===== src/rtl/instruction_fetch_unit_if.sv =====
// Fetch-unit bundle: controller requests, program-memory req/ack handshake and fetch results.
// master = fetch unit, slave = controller and program memory.
interface instruction_fetch_unit_if #(
  parameter int ADDR_WIDTH = 5
);
  logic                  fetch;
  logic                  jump;
  logic [ADDR_WIDTH-1:0] jump_addr;
  logic                  mem_req;
  logic [ADDR_WIDTH-1:0] mem_addr;
  logic                  mem_ack;
  logic [7:0]            mem_rdata;
  logic [7:0]            instruction;
  logic                  LoadIR;
  logic [ADDR_WIDTH-1:0] pc;
  logic                  busy;
  logic                  fetch_error;

  modport master (
    input  fetch, jump, jump_addr, mem_ack, mem_rdata,
    output mem_req, mem_addr, instruction, LoadIR, pc, busy, fetch_error
  );

  modport slave (
    output fetch, jump, jump_addr, mem_ack, mem_rdata,
    input  mem_req, mem_addr, instruction, LoadIR, pc, busy, fetch_error
  );
endinterface


===== src/rtl/instruction_fetch_unit.sv =====
// Owns the PC and fetches 8-bit words over req/ack; fetch->mem_req 1 cycle, ack->LoadIR 1 cycle.
// mem_req is held until acked or until the wait budget expires, which locks the unit in ERROR.
module instruction_fetch_unit #(
  parameter int ADDR_WIDTH     = 5,
  parameter int RESET_PC       = 0,
  parameter int TIMEOUT_CYCLES = 15
) (
  input  logic                      clock,
  input  logic                      reset,
  instruction_fetch_unit_if.master  bus
);

  localparam int CW = (TIMEOUT_CYCLES > 1) ? $clog2(TIMEOUT_CYCLES) : 1;
  localparam logic [CW-1:0] CNT_LAST = CW'(TIMEOUT_CYCLES - 1);

  typedef enum logic [1:0] {
    S_IDLE  = 2'd0,
    S_WAIT  = 2'd1,
    S_ERROR = 2'd2
  } state_t;

  state_t                r_state,     w_state;
  logic [ADDR_WIDTH-1:0] r_pc,        w_pc;
  logic                  r_mem_req,   w_mem_req;
  logic [ADDR_WIDTH-1:0] r_mem_addr,  w_mem_addr;
  logic [7:0]            r_instr,     w_instr;
  logic                  r_load_ir,   w_load_ir;
  logic                  r_busy,      w_busy;
  logic                  r_err,       w_err;
  logic [CW-1:0]         r_cnt,       w_cnt;
  logic                  r_pend_vld,  w_pend_vld;
  logic [ADDR_WIDTH-1:0] r_pend_addr, w_pend_addr;

  always_ff @(posedge clock or negedge reset) begin
    if (!reset) begin
      r_state     <= S_IDLE;
      r_pc        <= ADDR_WIDTH'(RESET_PC);
      r_mem_req   <= 1'b0;
      r_mem_addr  <= '0;
      r_instr     <= '0;
      r_load_ir   <= 1'b0;
      r_busy      <= 1'b0;
      r_err       <= 1'b0;
      r_cnt       <= '0;
      r_pend_vld  <= 1'b0;
      r_pend_addr <= '0;
    end else begin
      r_state     <= w_state;
      r_pc        <= w_pc;
      r_mem_req   <= w_mem_req;
      r_mem_addr  <= w_mem_addr;
      r_instr     <= w_instr;
      r_load_ir   <= w_load_ir;
      r_busy      <= w_busy;
      r_err       <= w_err;
      r_cnt       <= w_cnt;
      r_pend_vld  <= w_pend_vld;
      r_pend_addr <= w_pend_addr;
    end
  end

  always_comb begin
    w_state     = r_state;
    w_pc        = r_pc;
    w_mem_req   = r_mem_req;
    w_mem_addr  = r_mem_addr;
    w_instr     = r_instr;
    w_load_ir   = 1'b0;
    w_busy      = r_busy;
    w_err       = r_err;
    w_cnt       = r_cnt;
    w_pend_vld  = r_pend_vld;
    w_pend_addr = r_pend_addr;

    case (r_state)
      S_IDLE: begin
        if (bus.jump) begin
          w_pc = bus.jump_addr;
        end else if (bus.fetch) begin
          w_mem_addr = r_pc;
          w_mem_req  = 1'b1;
          w_busy     = 1'b1;
          w_cnt      = '0;
          w_pend_vld = 1'b0;
          w_state    = S_WAIT;
        end
      end

      S_WAIT: begin
        if (bus.jump) begin
          w_pend_vld  = 1'b1;
          w_pend_addr = bus.jump_addr;
        end
        if (bus.mem_ack) begin
          w_instr    = bus.mem_rdata;
          w_load_ir  = 1'b1;
          w_mem_req  = 1'b0;
          w_busy     = 1'b0;
          // A jump arriving with the ack is the latest redirect, so it beats the pending one.
          w_pc       = w_pend_vld ? w_pend_addr : r_pc + ADDR_WIDTH'(1);
          w_pend_vld = 1'b0;
          w_state    = S_IDLE;
        end else if (r_cnt == CNT_LAST) begin
          w_mem_req  = 1'b0;
          w_busy     = 1'b0;
          w_err      = 1'b1;
          w_pend_vld = 1'b0;
          w_state    = S_ERROR;
        end else begin
          w_cnt = r_cnt + CW'(1);
        end
      end

      S_ERROR: begin
        w_mem_req = 1'b0;
      end

      default: w_state = S_IDLE;
    endcase
  end

  assign bus.mem_req     = r_mem_req;
  assign bus.mem_addr    = r_mem_addr;
  assign bus.instruction = r_instr;
  assign bus.LoadIR      = r_load_ir;
  assign bus.pc          = r_pc;
  assign bus.busy        = r_busy;
  assign bus.fetch_error = r_err;

endmodule

===== src/flat_wrapper.sv =====
// flat-port wrapper written by rule: the top's interface ports become plain ports
module instruction_fetch_unit_flat 
#(
  parameter int ADDR_WIDTH     = 5,
  parameter int RESET_PC       = 0,
  parameter int TIMEOUT_CYCLES = 15
)
  (clock, reset, bus_fetch, bus_jump, bus_jump_addr, bus_mem_ack, bus_mem_rdata, bus_mem_req, bus_mem_addr, bus_instruction, bus_LoadIR, bus_pc, bus_busy, bus_fetch_error);
  instruction_fetch_unit_if #(.ADDR_WIDTH(ADDR_WIDTH)) bus_i ();
  input  logic clock;
  input  logic reset;
  input wire logic [$bits(bus_i.fetch)-1:0] bus_fetch;
  input wire logic [$bits(bus_i.jump)-1:0] bus_jump;
  input wire logic [$bits(bus_i.jump_addr)-1:0] bus_jump_addr;
  input wire logic [$bits(bus_i.mem_ack)-1:0] bus_mem_ack;
  input wire logic [$bits(bus_i.mem_rdata)-1:0] bus_mem_rdata;
  output wire logic [$bits(bus_i.mem_req)-1:0] bus_mem_req;
  output wire logic [$bits(bus_i.mem_addr)-1:0] bus_mem_addr;
  output wire logic [$bits(bus_i.instruction)-1:0] bus_instruction;
  output wire logic [$bits(bus_i.LoadIR)-1:0] bus_LoadIR;
  output wire logic [$bits(bus_i.pc)-1:0] bus_pc;
  output wire logic [$bits(bus_i.busy)-1:0] bus_busy;
  output wire logic [$bits(bus_i.fetch_error)-1:0] bus_fetch_error;
  assign bus_i.fetch = bus_fetch;
  assign bus_i.jump = bus_jump;
  assign bus_i.jump_addr = bus_jump_addr;
  assign bus_i.mem_ack = bus_mem_ack;
  assign bus_i.mem_rdata = bus_mem_rdata;
  assign bus_mem_req = bus_i.mem_req;
  assign bus_mem_addr = bus_i.mem_addr;
  assign bus_instruction = bus_i.instruction;
  assign bus_LoadIR = bus_i.LoadIR;
  assign bus_pc = bus_i.pc;
  assign bus_busy = bus_i.busy;
  assign bus_fetch_error = bus_i.fetch_error;
  instruction_fetch_unit #(.ADDR_WIDTH(ADDR_WIDTH), .RESET_PC(RESET_PC), .TIMEOUT_CYCLES(TIMEOUT_CYCLES)) u_core (.clock(clock), .reset(reset), .bus(bus_i));
endmodule

===== config.mk =====
export PLATFORM = sky130hd
export DESIGN_NAME = instruction_fetch_unit_flat
export DESIGN_NICKNAME = d
export VERILOG_FILES = /design/src/rtl/instruction_fetch_unit_if.sv /design/src/rtl/instruction_fetch_unit.sv /design/src/flat_wrapper.sv
export SDC_FILE = /design/constraint.sdc
export NUM_CORES = 1
export LEC_CHECK = 0
export ABC_AREA = 1
export CORE_MARGIN = 3
export CORE_UTILIZATION = 25
export CTS_CLUSTER_DIAMETER = 120
export CTS_CLUSTER_SIZE = 28
export DETAILED_ROUTE_END_ITERATION = 6
export HOLD_SLACK_MARGIN = 0.1
export PLACE_DENSITY_LB_ADDON = 0.12
export SYNTH_ARGS = -nofsm -noshare
export SYNTH_HDL_FRONTEND = slang
export SYNTH_SLANG_ARGS = --single-unit
export TNS_END_PERCENT = 50

===== constraint.sdc =====
create_clock -name clock -period 1.8 [get_ports clock]
set_clock_uncertainty 0.15 [all_clocks]
set_input_delay 0.18 -clock clock [delete_from_list [all_inputs] [get_ports clock]]
set_output_delay 0.18 -clock clock [all_outputs]
set_load 0.05 [all_outputs]

==> reports/summary.txt <==
status = complete, no violations
Async S/R FF share, synth = 100%
clock tree buffer depth = 2
CTS root buffer = clkbuf_8
Max-slew headroom = 67.2%
CP max stage cell = clkdlybuf4s50_1
nets@finish = 289
met2 wire len = 1740 um
sequential area share after synthesis = 46.3%
Die Height = 91.8 um
crit path cell chain = clkdlybuf4s50_1
hold buffer count at CTS = 0
initial antenna violation count = 0
Ant. Diodes = 0
worst path arrival time = 1410 ps
Die Wd = 91.8 um
post-synth top area share = 46.3%
clock latency on the worst-skew pair = 290 ps
DR WL/cell = 11.3 um
RSZ-0062 raised after global routing = no
Tmin final = 1740 ps
Syn. warnings = 0
DRT antenna net count = 0
Core Footprint = 0.00694 mm^2
H-tree levels = 2
Filler cells = 729
initial core utilization = 26.5%
synthesized area per cell = 8.48 um^2
DRT Pass-1 Iters = 4
CP required = 1470 ps
GPL Wtd Cong = 0.749
Mapped Cells = 217
Final Hold Viols = 0
fmax = 0.575 GHz
CTS Sinks = 34
Top-Level Pins = 40
post-synthesis net count = 243
Synth area leaders = dfrtp_1 (46%), nand2_1 (15%), ha_1 (5.4%)
Tcrit/Tclk final = 96.6%
largest fanout on the critical path = 1
CTS tree = done
setup slack after layout = 61.7 ps
vias in the first global route = 1,584
synth unique cells = 31
DRC = 0
first-iteration detailed-routing DRC count = 73
vias post-DR = 1,491
Peak VDD IR = 0.615 mV
area occupied by multi-input gates = 857 um^2
Post-synth EDFFs = 0
Yosys top cell by area = dfrtp_1
die area = 0.00842 mm^2
hold slack = 155 ps
Final Max Tran Viols = 0
Top Metal Used = met4
I/O Buffers = 39
Lkg Pwr = 1.19 nW
hpwl dp = 3020 um
#FFs+latches synth = 34
pre-CTS worst setup slack = 84.3 ps
Core Util, Final = 35.0%
crit-path max cell delay = 790 ps
commonest non-fill, non-tap cell in the layout = nand2_1
sum of routed wire segments on met1 = 2050 um
Max Cap Violations = 0
share of cells above drive strength 1 = 21.2%
Fin Setup TNS = 0 ps
commonest cells after routing, fill and taps aside = nand2_1 (72), dfrtp_1 (34), buf_4 (25)
crit start category = flip-flop
Total GRT Usage = 10.7%
Reg area = 851 um^2
Power Dens Cells = 1990 mW/mm^2
Num CTS Buffers = 5
pin count of the biggest net entering global routing = 35
CP bufs+invs = 1
Reg clk slew, reported paths = 80 ps
Crit Path Class = reg2out
Post-Synthesis Cell Area = 0.00184 mm^2
first-pass GRT wire length = 7250 um
met3 wire len = 201 um
via-per-instance ratio = 4.14
final WL = 4050 um
Synth Flop Type = dfrtp_1
Hold WC Path Type = in2async
Tightest Pin Transition = 491 ps
Cell Rows = 30
Top delay family on crit path = buffers and inverters
grt total ovfl = 0
area grow syn2layout = 32.2%
Setup violations, final = 0
Crit. End Element = output pin
[cells by family after synthesis]
group	share of synthesized area (%)
muxes	0.612
and+or+nand+nor	29.3
adders and majority gates	5.44
buffers and inverters	7.28
xor gates and xnor gates	0.953
DFF	46.3
AOI/OAI and AO/OA	10.1
[metal layers]
metal,vias to the layer above,GRT usage (%)
met5,-,0
met4,0,4.08
met3,7,2.95
met2,30,16.9
met1,670,13.8
li1,784,-
[synth_stat cells, drive strengths merged (2+ instances only)]
| cell | number |
|---|---|
| inv | 25 |
| buf | 4 |
| a31oi | 2 |
| a21oi | 7 |
| o21ai | 16 |
| ha | 8 |
| nand3 | 15 |
| dfrtp | 34 |
| nor2 | 16 |
| or2 | 2 |
| nand2 | 77 |
| nand4 | 5 |
[where the power goes]
part | switching, W | leakage (nW) | internal (W) | total, W
sequential | 0.000245 | 0.421 | 0.00110 | 0.00134
clock | 0.000314 | 0.0683 | 0.000555 | 0.000869
combinational | 0.00178 | 0.704 | 0.000845 | 0.00263
total | 0.00234 | 1.19 | 0.00250 | 0.00484
[worst register-to-register path: stages, from the launching register on]
cell and delay [ps]:
dfrtp_1 440, inv_1 110, ha_1 280, nand2_1 130
nand2_2 110, nand2_4 80, a21oi_1 200, a21oi_2 80
[path summary, 6_finish.rpt]
check,start,cells after the start,slack (ps),endpoint
setup / recovery,u_core.bus.LoadIR,1,60,bus_LoadIR
hold / removal,reset,2,160,u_core.bus.mem_addr[4]
setup reg to reg,u_core.r_state[0],7,140,u_core.bus.pc[3]
hold reg to reg,u_core.bus.instruction[4],2,340,u_core.bus.instruction[4]
max in group asynchronous,reset,2,1010,u_core.r_state[1]
min in group clock,bus_mem_rdata[0],3,260,u_core.bus.instruction[0]
[stage by stage]
step	power (W)	std cells	area, um^2
3_3_place_gp	0.00402	352	2290
3_5_place_dp	0.00402	352	2290
5_1_grt	0.00526	360	2430
4_1_cts	0.00492	360	2430
2_1_floorplan	0.00331	217	1840
6_report	0.00484	360	2430
[final cells by class]
| type | instances | share of cell area (%) |
|---|---|---|
| well taps | 96 | 4.94 |
| multi-input cells | 154 | 35.2 |
| clock buffers | 5 | 2.83 |
| inverters | 25 | 4.06 |
| clock inverters | 3 | 2.83 |
| flip-flops and latches | 34 | 35.0 |
| repair buffers | 43 | 15.1 |
[sequential cells by signal, summed over array words and instances, names as in the netlist]
name / flops
u_core.bus.instruction: 8
u_core.bus.mem_addr: 5
u_core.bus.pc: 5
u_core.r_pend_addr: 5
u_core.r_cnt: 4
u_core.r_state: 2
u_core.bus.LoadIR: 1
u_core.bus.busy: 1
u_core.bus.fetch_error: 1
u_core.bus.mem_req: 1
u_core.r_pend_vld: 1
[what timing repair did]
action                     in CTS  in global routing
gates resized for setup         0                  1
buffers inserted                0                  0
setup endpoints to repair       0                  3
Power figures use the tool's default switching activity.
